`src/rtl/div_pkg.sv`:
```
// Shared definitions for the iterative divider.
//   div_state_e    : FSM state encoding (IDLE, CALC, DONE), also exported on the debug port.
//   DIV_*          : legal configuration bounds.
//   div_cfg_legal  : constant function that checks a SIZE/STEP pairing at elaboration.
package div_pkg;

    typedef enum logic [1:0] {
        ST_IDLE = 2'd0,
        ST_CALC = 2'd1,
        ST_DONE = 2'd2
    } div_state_e;

    localparam int DIV_MIN_SIZE = 8;
    localparam int DIV_MAX_SIZE = 64;

    // STEP may retire 1, 2 or 4 quotient bits per cycle and must divide SIZE evenly.
    function automatic bit div_cfg_legal(input int size, input int step);
        bit step_ok;
        step_ok = (step == 1) || (step == 2) || (step == 4);
        return step_ok && (size >= DIV_MIN_SIZE) && (size <= DIV_MAX_SIZE)
               && ((size % step) == 0);
    endfunction

endpackage

```
`src/rtl/div_iter_nbit_if.sv`:
```
// Request/result bundle of the iterative divider.
//   start, is_signed, dividend, divisor : request side (driven by the master)
//   ready, valid, error, quotient, remainder : response side (driven by the divider)
//
// Handshake: a request is accepted on a rising clk edge where start=1 and
// ready=1; operands and is_signed are sampled on that same edge only. valid is a
// one-cycle pulse with no backpressure; quotient/remainder/error are meaningful
// while valid=1 and stay unchanged until the next accepted request.
interface div_iter_nbit_if #(
    parameter int SIZE = 32
) ();

    logic            start;
    logic            is_signed;
    logic [SIZE-1:0] dividend;
    logic [SIZE-1:0] divisor;
    logic            ready;
    logic            valid;
    logic            error;
    logic [SIZE-1:0] quotient;
    logic [SIZE-1:0] remainder;

    modport master (
        output start, is_signed, dividend, divisor,
        input  ready, valid, error, quotient, remainder
    );

    modport slave (
        input  start, is_signed, dividend, divisor,
        output ready, valid, error, quotient, remainder
    );

endinterface

```
`src/rtl/div_step.sv`:
```
// One combinational restoring-division stage retiring STEP quotient bits.
//   pr_in    : partial remainder entering the stage (SIZE+1 bits, always < divisor)
//   num_bits : next STEP dividend bits, MSB first
//   divisor  : divisor magnitude
//   pr_out   : partial remainder leaving the stage
//   q_bits   : STEP quotient bits, MSB first
module div_step #(
    parameter int SIZE = 32,
    parameter int STEP = 1
) (
    input  logic [SIZE:0]   pr_in,
    input  logic [STEP-1:0] num_bits,
    input  logic [SIZE-1:0] divisor,
    output logic [SIZE:0]   pr_out,
    output logic [STEP-1:0] q_bits
);

    logic [SIZE:0] pr_v;

    always_comb begin
        pr_v   = pr_in;
        q_bits = '0;
        for (int i = STEP - 1; i >= 0; i--) begin
            // The remainder is below the divisor, so its top bit is zero and the
            // shift cannot lose information; the extra bit holds the shifted value.
            pr_v = {pr_v[SIZE-1:0], num_bits[i]};
            if (pr_v >= {1'b0, divisor}) begin
                pr_v      = pr_v - {1'b0, divisor};
                q_bits[i] = 1'b1;
            end
        end
        pr_out = pr_v;
    end

endmodule

```
`src/rtl/div_iter_nbit.sv`:
```
// Iterative signed/unsigned divider, STEP quotient bits per clock.
//   clk, reset : clock and synchronous active-high reset
//   bus        : div_iter_nbit_if slave (start/is_signed/dividend/divisor in,
//                ready/valid/error/quotient/remainder out)
//   state_dbg  : current FSM state
// Magnitudes are divided MSB first by restoring division; signs are applied at
// the end (truncating division, remainder follows the dividend).
// Divide-by-zero gives quotient all-ones, remainder = dividend, error = 1.
// Signed most-negative / -1 gives quotient = dividend, remainder = 0.
// Build option DIV_EARLY_OUT_EN: those two cases skip CALC and report one cycle
// after accept; otherwise every request takes SIZE/STEP+1 cycles.
module div_iter_nbit
    import div_pkg::*;
#(
    parameter int SIZE = 32,
    parameter int STEP = 1
) (
    input  logic             clk,
    input  logic             reset,
    div_iter_nbit_if.slave   bus,
    output div_state_e       state_dbg
);

    localparam bit  CFG_OK = div_cfg_legal(SIZE, STEP);
    localparam int  ITER   = SIZE / STEP;
    localparam int  CW     = $clog2(ITER + 1);
    localparam logic [CW-1:0] LAST = CW'(ITER - 1);

    generate
        if (!CFG_OK) begin : g_bad_cfg
            $fatal(1, "div_iter_nbit: illegal SIZE/STEP combination");
        end
    endgenerate

    div_state_e      state, state_nxt;
    logic [CW-1:0]   cnt;
    logic            accept, load_res;

    // Captured operation context.
    logic [SIZE:0]   pr;
    logic [SIZE-1:0] dq;      // dividend magnitude shifting out, quotient shifting in
    logic [SIZE-1:0] dvs;
    logic [SIZE-1:0] dvd;
    logic            neg_q, neg_r, div0, ovf;

    // Result registers.
    logic [SIZE-1:0] q_r, r_r;
    logic            err_r;

    // Request decode.
    logic            in_neg_a, in_neg_b, in_div0, in_ovf;
    logic [SIZE-1:0] in_mag_a, in_mag_b;

    assign accept   = bus.start && (state == ST_IDLE);
    assign in_neg_a = bus.is_signed && bus.dividend[SIZE-1];
    assign in_neg_b = bus.is_signed && bus.divisor[SIZE-1];
    // Negating the most-negative value yields the same bit pattern, which read
    // unsigned is exactly its magnitude 2^(SIZE-1).
    assign in_mag_a = in_neg_a ? -bus.dividend : bus.dividend;
    assign in_mag_b = in_neg_b ? -bus.divisor  : bus.divisor;
    assign in_div0  = (bus.divisor == '0);
    assign in_ovf   = bus.is_signed && (bus.dividend == {1'b1, {(SIZE-1){1'b0}}})
                      && (bus.divisor == '1);

    logic [SIZE:0]   pr_step;
    logic [STEP-1:0] q_step;
    logic [SIZE-1:0] dq_step;

    div_step #(
        .SIZE (SIZE),
        .STEP (STEP)
    ) u_step (
        .pr_in    (pr),
        .num_bits (dq[SIZE-1 -: STEP]),
        .divisor  (dvs),
        .pr_out   (pr_step),
        .q_bits   (q_step)
    );

    assign dq_step = {dq[SIZE-STEP-1:0], q_step};

    // Result formation. Results are loaded either from the last CALC iteration
    // (context from registers) or, with early-out, straight from the request.
    logic            f_div0, f_ovf, f_neg_q, f_neg_r;
    logic [SIZE-1:0] f_dvd, res_q, res_r;

    always_comb begin
        if (state == ST_IDLE) begin
            f_div0  = in_div0;
            f_ovf   = in_ovf;
            f_neg_q = in_neg_a ^ in_neg_b;
            f_neg_r = in_neg_a;
            f_dvd   = bus.dividend;
        end else begin
            f_div0  = div0;
            f_ovf   = ovf;
            f_neg_q = neg_q;
            f_neg_r = neg_r;
            f_dvd   = dvd;
        end
        if (f_div0) begin
            res_q = '1;
            res_r = f_dvd;
        end else if (f_ovf) begin
            res_q = f_dvd;
            res_r = '0;
        end else begin
            res_q = f_neg_q ? -dq_step : dq_step;
            res_r = f_neg_r ? -pr_step[SIZE-1:0] : pr_step[SIZE-1:0];
        end
    end

    always_comb begin
        state_nxt = state;
        load_res  = 1'b0;
        case (state)
            ST_IDLE: begin
                if (bus.start) begin
                    state_nxt = ST_CALC;
`ifdef DIV_EARLY_OUT_EN
                    if (in_div0 || in_ovf) begin
                        state_nxt = ST_DONE;
                        load_res  = 1'b1;
                    end
`endif
                end
            end
            ST_CALC: begin
                if (cnt == LAST) begin
                    state_nxt = ST_DONE;
                    load_res  = 1'b1;
                end
            end
            ST_DONE: state_nxt = ST_IDLE;
            default: state_nxt = ST_IDLE;
        endcase
    end

    always_ff @(posedge clk) begin
        if (reset) begin
            state <= ST_IDLE;
            cnt   <= '0;
            q_r   <= '0;
            r_r   <= '0;
            err_r <= 1'b0;
        end else begin
            state <= state_nxt;
            if (load_res) begin
                q_r   <= res_q;
                r_r   <= res_r;
                err_r <= f_div0;
            end
            if (accept) begin
                cnt <= '0;
            end else if (state == ST_CALC) begin
                cnt <= cnt + 1'b1;
            end
        end
    end

    // Operand context needs no reset: it is always reloaded on accept before use.
    always_ff @(posedge clk) begin
        if (accept) begin
            pr    <= '0;
            dq    <= in_mag_a;
            dvs   <= in_mag_b;
            dvd   <= bus.dividend;
            neg_q <= in_neg_a ^ in_neg_b;
            neg_r <= in_neg_a;
            div0  <= in_div0;
            ovf   <= in_ovf;
        end else if (state == ST_CALC) begin
            pr <= pr_step;
            dq <= dq_step;
        end
    end

    assign bus.ready     = (state == ST_IDLE);
    assign bus.valid     = (state == ST_DONE);
    assign bus.error     = err_r;
    assign bus.quotient  = q_r;
    assign bus.remainder = r_r;
    assign state_dbg     = state;

endmodule
```
`src/flat_wrapper.sv`:
```
// flat-port wrapper written by rule: the top's interface ports become plain ports
module div_iter_nbit_flat import div_pkg::*;
#(
    parameter int SIZE = 32,
    parameter int STEP = 1
)
  (clk, reset, state_dbg, bus_start, bus_is_signed, bus_dividend, bus_divisor, bus_ready, bus_valid, bus_error, bus_quotient, bus_remainder);
  div_iter_nbit_if #(.SIZE(SIZE)) bus_i ();
  input  logic clk;
  input  logic reset;
  output div_state_e state_dbg;
  input wire logic [$bits(bus_i.start)-1:0] bus_start;
  input wire logic [$bits(bus_i.is_signed)-1:0] bus_is_signed;
  input wire logic [$bits(bus_i.dividend)-1:0] bus_dividend;
  input wire logic [$bits(bus_i.divisor)-1:0] bus_divisor;
  output wire logic [$bits(bus_i.ready)-1:0] bus_ready;
  output wire logic [$bits(bus_i.valid)-1:0] bus_valid;
  output wire logic [$bits(bus_i.error)-1:0] bus_error;
  output wire logic [$bits(bus_i.quotient)-1:0] bus_quotient;
  output wire logic [$bits(bus_i.remainder)-1:0] bus_remainder;
  assign bus_i.start = bus_start;
  assign bus_i.is_signed = bus_is_signed;
  assign bus_i.dividend = bus_dividend;
  assign bus_i.divisor = bus_divisor;
  assign bus_ready = bus_i.ready;
  assign bus_valid = bus_i.valid;
  assign bus_error = bus_i.error;
  assign bus_quotient = bus_i.quotient;
  assign bus_remainder = bus_i.remainder;
  div_iter_nbit #(.SIZE(SIZE), .STEP(STEP)) u_core (.clk(clk), .reset(reset), .bus(bus_i), .state_dbg(state_dbg));
endmodule
```
`config.mk`:
```
export PLATFORM = sky130hd
export DESIGN_NAME = div_iter_nbit_flat
export DESIGN_NICKNAME = d
export VERILOG_FILES = /design/src/rtl/div_pkg.sv /design/src/rtl/div_iter_nbit_if.sv /design/src/rtl/div_step.sv /design/src/rtl/div_iter_nbit.sv /design/src/flat_wrapper.sv
export SDC_FILE = /design/constraint.sdc
export NUM_CORES = 1
export LEC_CHECK = 0
export ABC_AREA = 1
export BUFFER_PORTS_ARGS = -buffer_cell sky130_fd_sc_hd__buf_2
export CAP_MARGIN = 20
export CORE_ASPECT_RATIO = 1.25
export CORE_MARGIN = 3
export CORE_UTILIZATION = 40
export CTS_CLUSTER_DIAMETER = 150
export DETAILED_ROUTE_END_ITERATION = 12
export SETUP_SLACK_MARGIN = 0.15
export SYNTH_ARGS = -nofsm -noshare
export SYNTH_HDL_FRONTEND = slang
export SYNTH_SLANG_ARGS = --single-unit
```
`constraint.sdc`:
```
create_clock -name clk -period 6.45 [get_ports clk]
set_clock_uncertainty 0.15 [all_clocks]
set_input_delay 1.29 -clock clk [delete_from_list [all_inputs] [get_ports clk]]
set_output_delay 1.29 -clock clk [all_outputs]
set_load 0.005 [all_outputs]
```
==> results of run 1 <==
placed cells by master (no fill, tap or decap), types with 13 or more instances in the layout:
cell       instances
a21oi_1           72
a31oi_1           16
o211ai_1          17
inv_1            245
nor2_1           193
o21ai_0          195
dfxtp_1          105
nand3_1          160
nand2_2           23
o21ai_1           14
clkbuf_16         24
xor2_1            78
ha_1              38
nor3_1            21
buf_4             14
nand2_1          553
buf_2            136
nand4_1           35
edfxtp_1         100
xnor2_1           13
sequential cells by signal (all words and copies together), names as in the netlist, 2 cells and up:
| name | flops |
|---|---|
| u_core.bus.quotient | 32 |
| u_core.bus.remainder | 32 |
| u_core.dq | 32 |
| u_core.dvd | 32 |
| u_core.dvs | 32 |
| u_core.pr | 32 |
| u_core.cnt | 6 |
| u_core.state_dbg | 2 |
worst max-delay path, delay by kind of cell:
family,cells,cell delay [ns]
buf+inv,4,1.01
simple gates,7,2.33
compound gates,1,0.41
how the worst max path moves through the flow:
stage                           startpoint                       to  slack (ns)  depth (start not counted)
final                     bus_dividend[28]  u_core.bus.remainder[6]        1.65                         12
after global routing        u_core.dvs[19]  u_core.bus.quotient[28]        1.42                         24
after CTS                 bus_dividend[28]  u_core.bus.remainder[6]        1.68                         12
after detailed placement  bus_dividend[28]  u_core.bus.remainder[6]        1.11                         12
after global placement    bus_dividend[28]  u_core.bus.remainder[6]        1.22                         12
after floorplan            bus_dividend[0]            u_core.dq[30]        2.86                         13
cell usage after synthesis, types with 2 or more instances:
master and instances:
nand2_1 555, inv_1 246, o21ai_0 195, nor2_1 194, nand3_1 160, dfxtp_1 105
edfxtp_1 100, xor2_1 78, a21oi_1 72, clkbuf_1 55, ha_1 38, nand4_1 35
nand2_2 21, nor3_1 21, o211ai_1 17, a31oi_1 16, o21ai_1 14, xnor2_1 13
nor2_2 12, nor4_1 12, nand3b_1 11, o21bai_1 9, inv_2 8, o22ai_1 7
buf_6 6, nor2_4 6, or2_2 5, clkinv_1 4, mux2i_1 4, nor3b_1 4
buf_1 3, o21ai_2 3, o31ai_1 3, a32o_1 2, and2_1 2, and3_1 2
buf_2 2, nand3_2 2
stage by stage:
| stage | setup slack [ns] | std cells | cell area (µm²) |
|---|---|---|---|
| after floorplan | 2.86 | 2058 | 14200 |
| after global placement | 1.22 | 2609 | 15200 |
| after detailed placement | 1.11 | 2609 | 15200 |
| after CTS | 1.68 | 2651 | 16100 |
| after global routing | 1.42 | 2653 | 16100 |
| final | 1.65 | 2656 | 16100 |
area by class of cell:
class                   count  area (µm²)
multi-input cells        1527        7780
clock inverters            18         243
diodes                      3        7.51
flip-flops and latches    205        5100
well taps                 468         586
inverters                 259         975
repair buffers            152         833
clock buffers              24         601
fillers                  3596       18600
power by group through the flow:
stage               Sequential (mW)  Combinational (mW)  Clock (mW)
floorplan                      1.63                2.07           0
CTS                            1.66                2.72        1.50
detailed placement             1.68                2.71           0
global placement               1.69                2.69           0
global route                   1.67                3.10        1.55
finish                         1.66                2.76        1.48
metal layers:
layer  vias up  GRT usage (%)  share of wire, %  wire (µm)
met5         -              0                 0          0
met4         0           12.0               5.1       2510
met3       103           2.44               5.6       2780
met2       488           45.7                50      24500
met1      6493           30.3                39      19400
li1       6982              -                 -          -
cells by family (layout without fill, tap and decap cells):
group	after synthesis	in the layout	synth area share (%)
XOR/XNOR	91	91	5.63
other	0	3	0
AND/OR/NAND/NOR	1048	1048	32.2
adder cells (fa/ha/maj)	39	39	3.50
buffers and inverters	326	453	9.08
multiplexers	4	4	0.283
AO/OA/AOI/OAI	345	345	13.2
flip-flops	205	205	36.1
==> flow_metrics.tcl, run 1 <==
set metrics [dict create \
    reg2regPathDepth 24 \
    power_frac_comb_pct 46.8 \
    worstPathArrival_ns 5.08 \
    viasPerCell 5.30 \
    max_freq_ghz 0.208 \
    grt_first_pass_wirelength_mm 75.8 \
    clock_power_share_pct 25.1 \
    slew_viol_final 0 \
    start_util_pct 40.8 \
    ys_ff_latch 205 \
    layout-drive-gt1-share_pct 12.0 \
    min_period_ns 4.80 \
    clockRootBuffer "clkbuf_16" \
    holdPathStages 2 \
    rsz0062_at_grt "false" \
    synth_edf_count 100 \
    ff2ff_setup_slack_ns 1.91 \
    hold_viol_final 0 \
    avgSynthCellArea_um2 6.88 \
    firstDrtPassIters 5 \
    dieArea_um2 37700 \
    cap_viol_max_count 0 \
    synth_largest_area_cell "edfxtp_1" \
    power_density_nw_per_um2 366 \
    rows 76 \
    cts_tree "done" \
    cts_setup_buffers 0 \
    fin_hold_ws_ns 0.322 \
    path_clk_slew_ns 0.07 \
    cts_buffers 23 \
    swShare_pct 45.2 \
    cts_max_path_buffers 3 \
    clkLatencyLatePin_ns 0.54 \
    grt_pass1_vias 13500 \
    yosysSeqAreaShare_pct 36.1 \
    fin_crit_sh_pct 74.4 \
    path_class "in2reg" \
    cp-start-kind "primary input" \
    tns_ns 0 \
    yosysTopAreaCellShare_pct 21.2 \
    setup_violations 0 \
    postRouteAntennaNets 0 \
    seq_power_share_pct 28.1 \
    grt_overflow 0 \
    core_area_um2 34700 \
    finalWirelength_mm 49.2 \
    drt_iter0_markers 1067 \
    async_flop_share_pct 0 \
    yosys-top-cells-area "edfxtp_1 21%, dfxtp_1 15%, nand2_1 15%" \
    fin_util_pct 46.5 \
    area_growth_pct 13.9 \
    pin_count 137 \
    grt_use_total_pct 25.4 \
    outcome "finished, final reports clean" \
    switchingPower_mw 2.67 \
    syn_nets 2165 \
    port_buffers 136 \
    die_x_um 174 \
    place.gp.congestion 0.980 \
    synthFlopType "dfxtp_1" \
    synth_warnings 0 \
    syn_inst 2058 \
    cts_resized 0 \
    leakagePower_nw 7.68 \
    fp.dieH_um 216 \
    crit_path_max_incr_delay_ns 0.55 \
    required_ns 6.73 \
    synth.distinct_cells 54 \
    worst_slew_pin_slew_ns 0.949 \
    p_int_mw 3.24 \
    via_count 14100 \
    hpwl_mm 38.2 \
    cp-end-kind "register" \
    slowest_stage "nor2_1" \
    ctsHoldBuffers 0 \
    critPathMaxFanout 57 \
    final_net_count 2275 \
    reg2reg_from "u_core.dvs[18]" \
    wl_per_cell_um 18.5 \
    h-tree-depth 1 \
    drcViolationCount 0 \
    synth.cell_area_um2 14200 \
    cts_sinks 205 \
    min_to "u_core.bus.error" \
    relSlewSlack_pct 36.7 \
    min_path_type "reg2reg" \
    antenna_found_initial 1 \
    finalPower_mw 5.90 \
    vdd_drop_max_v 0.000231 \
    r2r-end "u_core.bus.quotient[28]" \
    hold_path.startpoint "u_core.bus.error" \
    grt_max_degree 60 \
    path_cells "buf_2 > nor2_1 > nand3_1 > nor3_1 > nor3b_1 > nand4_1 > nand2_1 > inv_1 > buf_4 > nand3_1 > inv_1 > a32o_1" \
]
No activity file was read; power rests on OpenSTA's default activity.
==> run 2: changes to the inputs <==
==> constraint.sdc (replaced) <==
create_clock -name clk -period 4.6 [get_ports clk]
set_clock_uncertainty 0.15 [all_clocks]
set_input_delay 0.92 -clock clk [delete_from_list [all_inputs] [get_ports clk]]
set_output_delay 0.92 -clock clk [all_outputs]
set_load 0.005 [all_outputs]
==> run 2 against run 1 <==
- total power grew 40%
- non-clock buffer count grew 15
- first-iteration DRC count grew 3.4%
- routed wire length grew 1.3%
- design area grew 0.22%
- clock power grew 30%
- worst hold slack lost 0.0047 ns
- flip-flop and latch count is the same
- core utilization grew 0.10 points
- largest cell class unchanged
- largest power group unchanged
==> flow_metrics.tcl, run 2 (synthesized netlist as in run 1, its figures left out) <==
set metrics [dict create \
    outcome "finished, final reports clean" \
    setup_violations 0 \
    cts_sinks 205 \
    required_ns 4.87 \
    critPathMaxFanout 17 \
    drt_iter0_markers 1103 \
    clkLatencyLatePin_ns 0.54 \
    final_cell_mix "553 x nand2_1, 245 x inv_1, 195 x o21ai_0" \
    path_cells "inv_1 > ha_1 > nand2_2 > inv_2 > nand2_1 > nand2_1 > o21bai_2 > inv_2 > nand2_2 > nand2_4 > nand2_8 > inv_4 > ha_1 > inv_1 > nor2_1 > nand4_1 > nor2_2 > nand3_1 > o21ai_0 > o21ai_0 > xor2_1 > a21oi_1 > nor2_1" \
    grt_use_total_pct 25.8 \
    cts_max_path_buffers 3 \
    drcViolationCount 0 \
    min_to "u_core.bus.error" \
    holdPathStages 2 \
    area_growth_pct 14.2 \
    rows 76 \
    relSlewSlack_pct 45.1 \
    hold_viol_final 0 \
    ff2ff_setup_slack_ns 0.55 \
    num-fill-cells 3642 \
    reg2reg_from "u_core.dvs[15]" \
    tns_ns 0 \
    wl_per_cell_um 18.7 \
    grt_first_pass_wirelength_mm 76.2 \
    hold_path.startpoint "u_core.bus.error" \
    vdd_drop_max_v 0.000307 \
    dieArea_um2 37700 \
    final_common_cell "nand2_1" \
    via_count 13900 \
    firstDrtPassIters 6 \
    grt_overflow 0 \
    worstPathArrival_ns 4.32 \
    layout-drive-gt1-share_pct 12.5 \
    max_freq_ghz 0.247 \
    placed_area_um2 15300 \
    finalPower_mw 8.24 \
    slew_viol_final 0 \
    postRouteAntennaNets 0 \
    multiInputGateArea_um2 7780 \
    ctsHoldBuffers 0 \
    seqCellArea_um2 5100 \
    antenna_found_initial 1 \
    fp.dieH_um 216 \
    place.gp.congestion 0.972 \
    port_buffers 136 \
    h-tree-depth 1 \
    fin_util_pct 46.6 \
    slowest_stage "edfxtp_1" \
    die_x_um 174 \
    min_period_ns 4.05 \
    leakagePower_nw 7.73 \
    core_area_um2 34700 \
    cts_tree "done" \
    min_path_type "reg2reg" \
    clockRootBuffer "clkbuf_16" \
    fin_hold_ws_ns 0.317 \
    rsz0062_at_grt "false" \
    path_class "reg2reg" \
    start_util_pct 40.8 \
    cp-start-kind "register" \
    cts_buffers 24 \
    crit_path_max_incr_delay_ns 0.36 \
    power_density_nw_per_um2 510 \
    final_net_count 2291 \
    cp-end-kind "register" \
    grt_pass1_vias 13600 \
    design_area_um2 16200 \
    reg2regPathDepth 23 \
    finalWirelength_mm 49.8 \
    r2r-end "u_core.bus.quotient[28]" \
    worst_slew_pin_slew_ns 0.823 \
    path_clk_slew_ns 0.06 \
    grt_max_degree 49 \
    viasPerCell 5.21 \
    fin_crit_sh_pct 88.0 \
    pin_count 137 \
    cap_viol_max_count 0 \
    hpwl_mm 39.7 \
]
-- run 2: changes by cell type in the layout (fill, tap and decap cells not counted), moves of 3 or more --
| cell | change |
|---|---|
| clkbuf_16 | +3 |
| clkbuf_8 | +5 |
| bufinv_16 | -5 |
| clkbuf_1 | +5 |
| clkinvlp_4 | -3 |
| buf_4 | +17 |
-- run 2: worst max path at each step --
| stage | end | depth (start not counted) | startpoint | slack [ns] |
|---|---|---|---|---|
| CTS | u_core.bus.quotient[28] | 22 | u_core.dvs[26] | 0.43 |
| global placement | u_core.dq[28] | 14 | bus_dividend[0] | 0.50 |
| floorplan | u_core.bus.quotient[28] | 23 | u_core.dvs[29] | 1.26 |
| detailed placement | u_core.bus.quotient[28] | 22 | u_core.dvs[26] | 0.46 |
| global route | u_core.bus.quotient[28] | 23 | u_core.pr[2] | 0.16 |
| finish | u_core.bus.quotient[28] | 23 | u_core.dvs[15] | 0.55 |
-- run 2: layer usage --
layer | wire, µm | GRT usage [%] | vias up
met5 | 0 | 0 | -
met4 | 2330 | 11.4 | 0
met3 | 2400 | 2.65 | 100
met2 | 25100 | 47.1 | 418
met1 | 20000 | 30.5 | 6374
li1 | - | - | 7011
-- run 2: layout make-up --
cell class              count  share of cell area [%]
clock inverters             7                   0.232
repair buffers            167                    5.65
multi-input cells        1527                    48.1
diodes                      1                  0.0155
flip-flops and latches    205                    31.6
well taps                 468                    3.62
clock buffers              37                    4.72
inverters                 259                    6.03
-- run 2: worst max-delay path: cells and delay by family (launching register included) --
family          cells  cell delay, ns
simple gates       11            1.41
flops               1            0.36
buf+inv             5            0.50
xor+xnor            1            0.16
fa+ha+maj           2            0.53
compound gates      4            0.81
-- run 2: stage by stage --
stage               std cells  worst slack [ns]
floorplan                2058              1.26
global placement         2624             0.502
detailed placement       2624             0.464
CTS                      2668             0.425
global route             2670             0.160
finish                   2671             0.552
-- run 2: power by group --
part	internal, mW	switching [mW]	total, mW
Sequential	2.14	0.176	2.32
Clock	1.14	0.787	1.93
Combinational	1.19	2.80	3.99
-- run 2: what timing repair did --
item / in CTS / in global routing
endpoints found under the setup margin: 0 / 4
endpoints found under the hold margin: 0 / 0
resized for setup: 0 / 1
setup buffers: 0 / 2
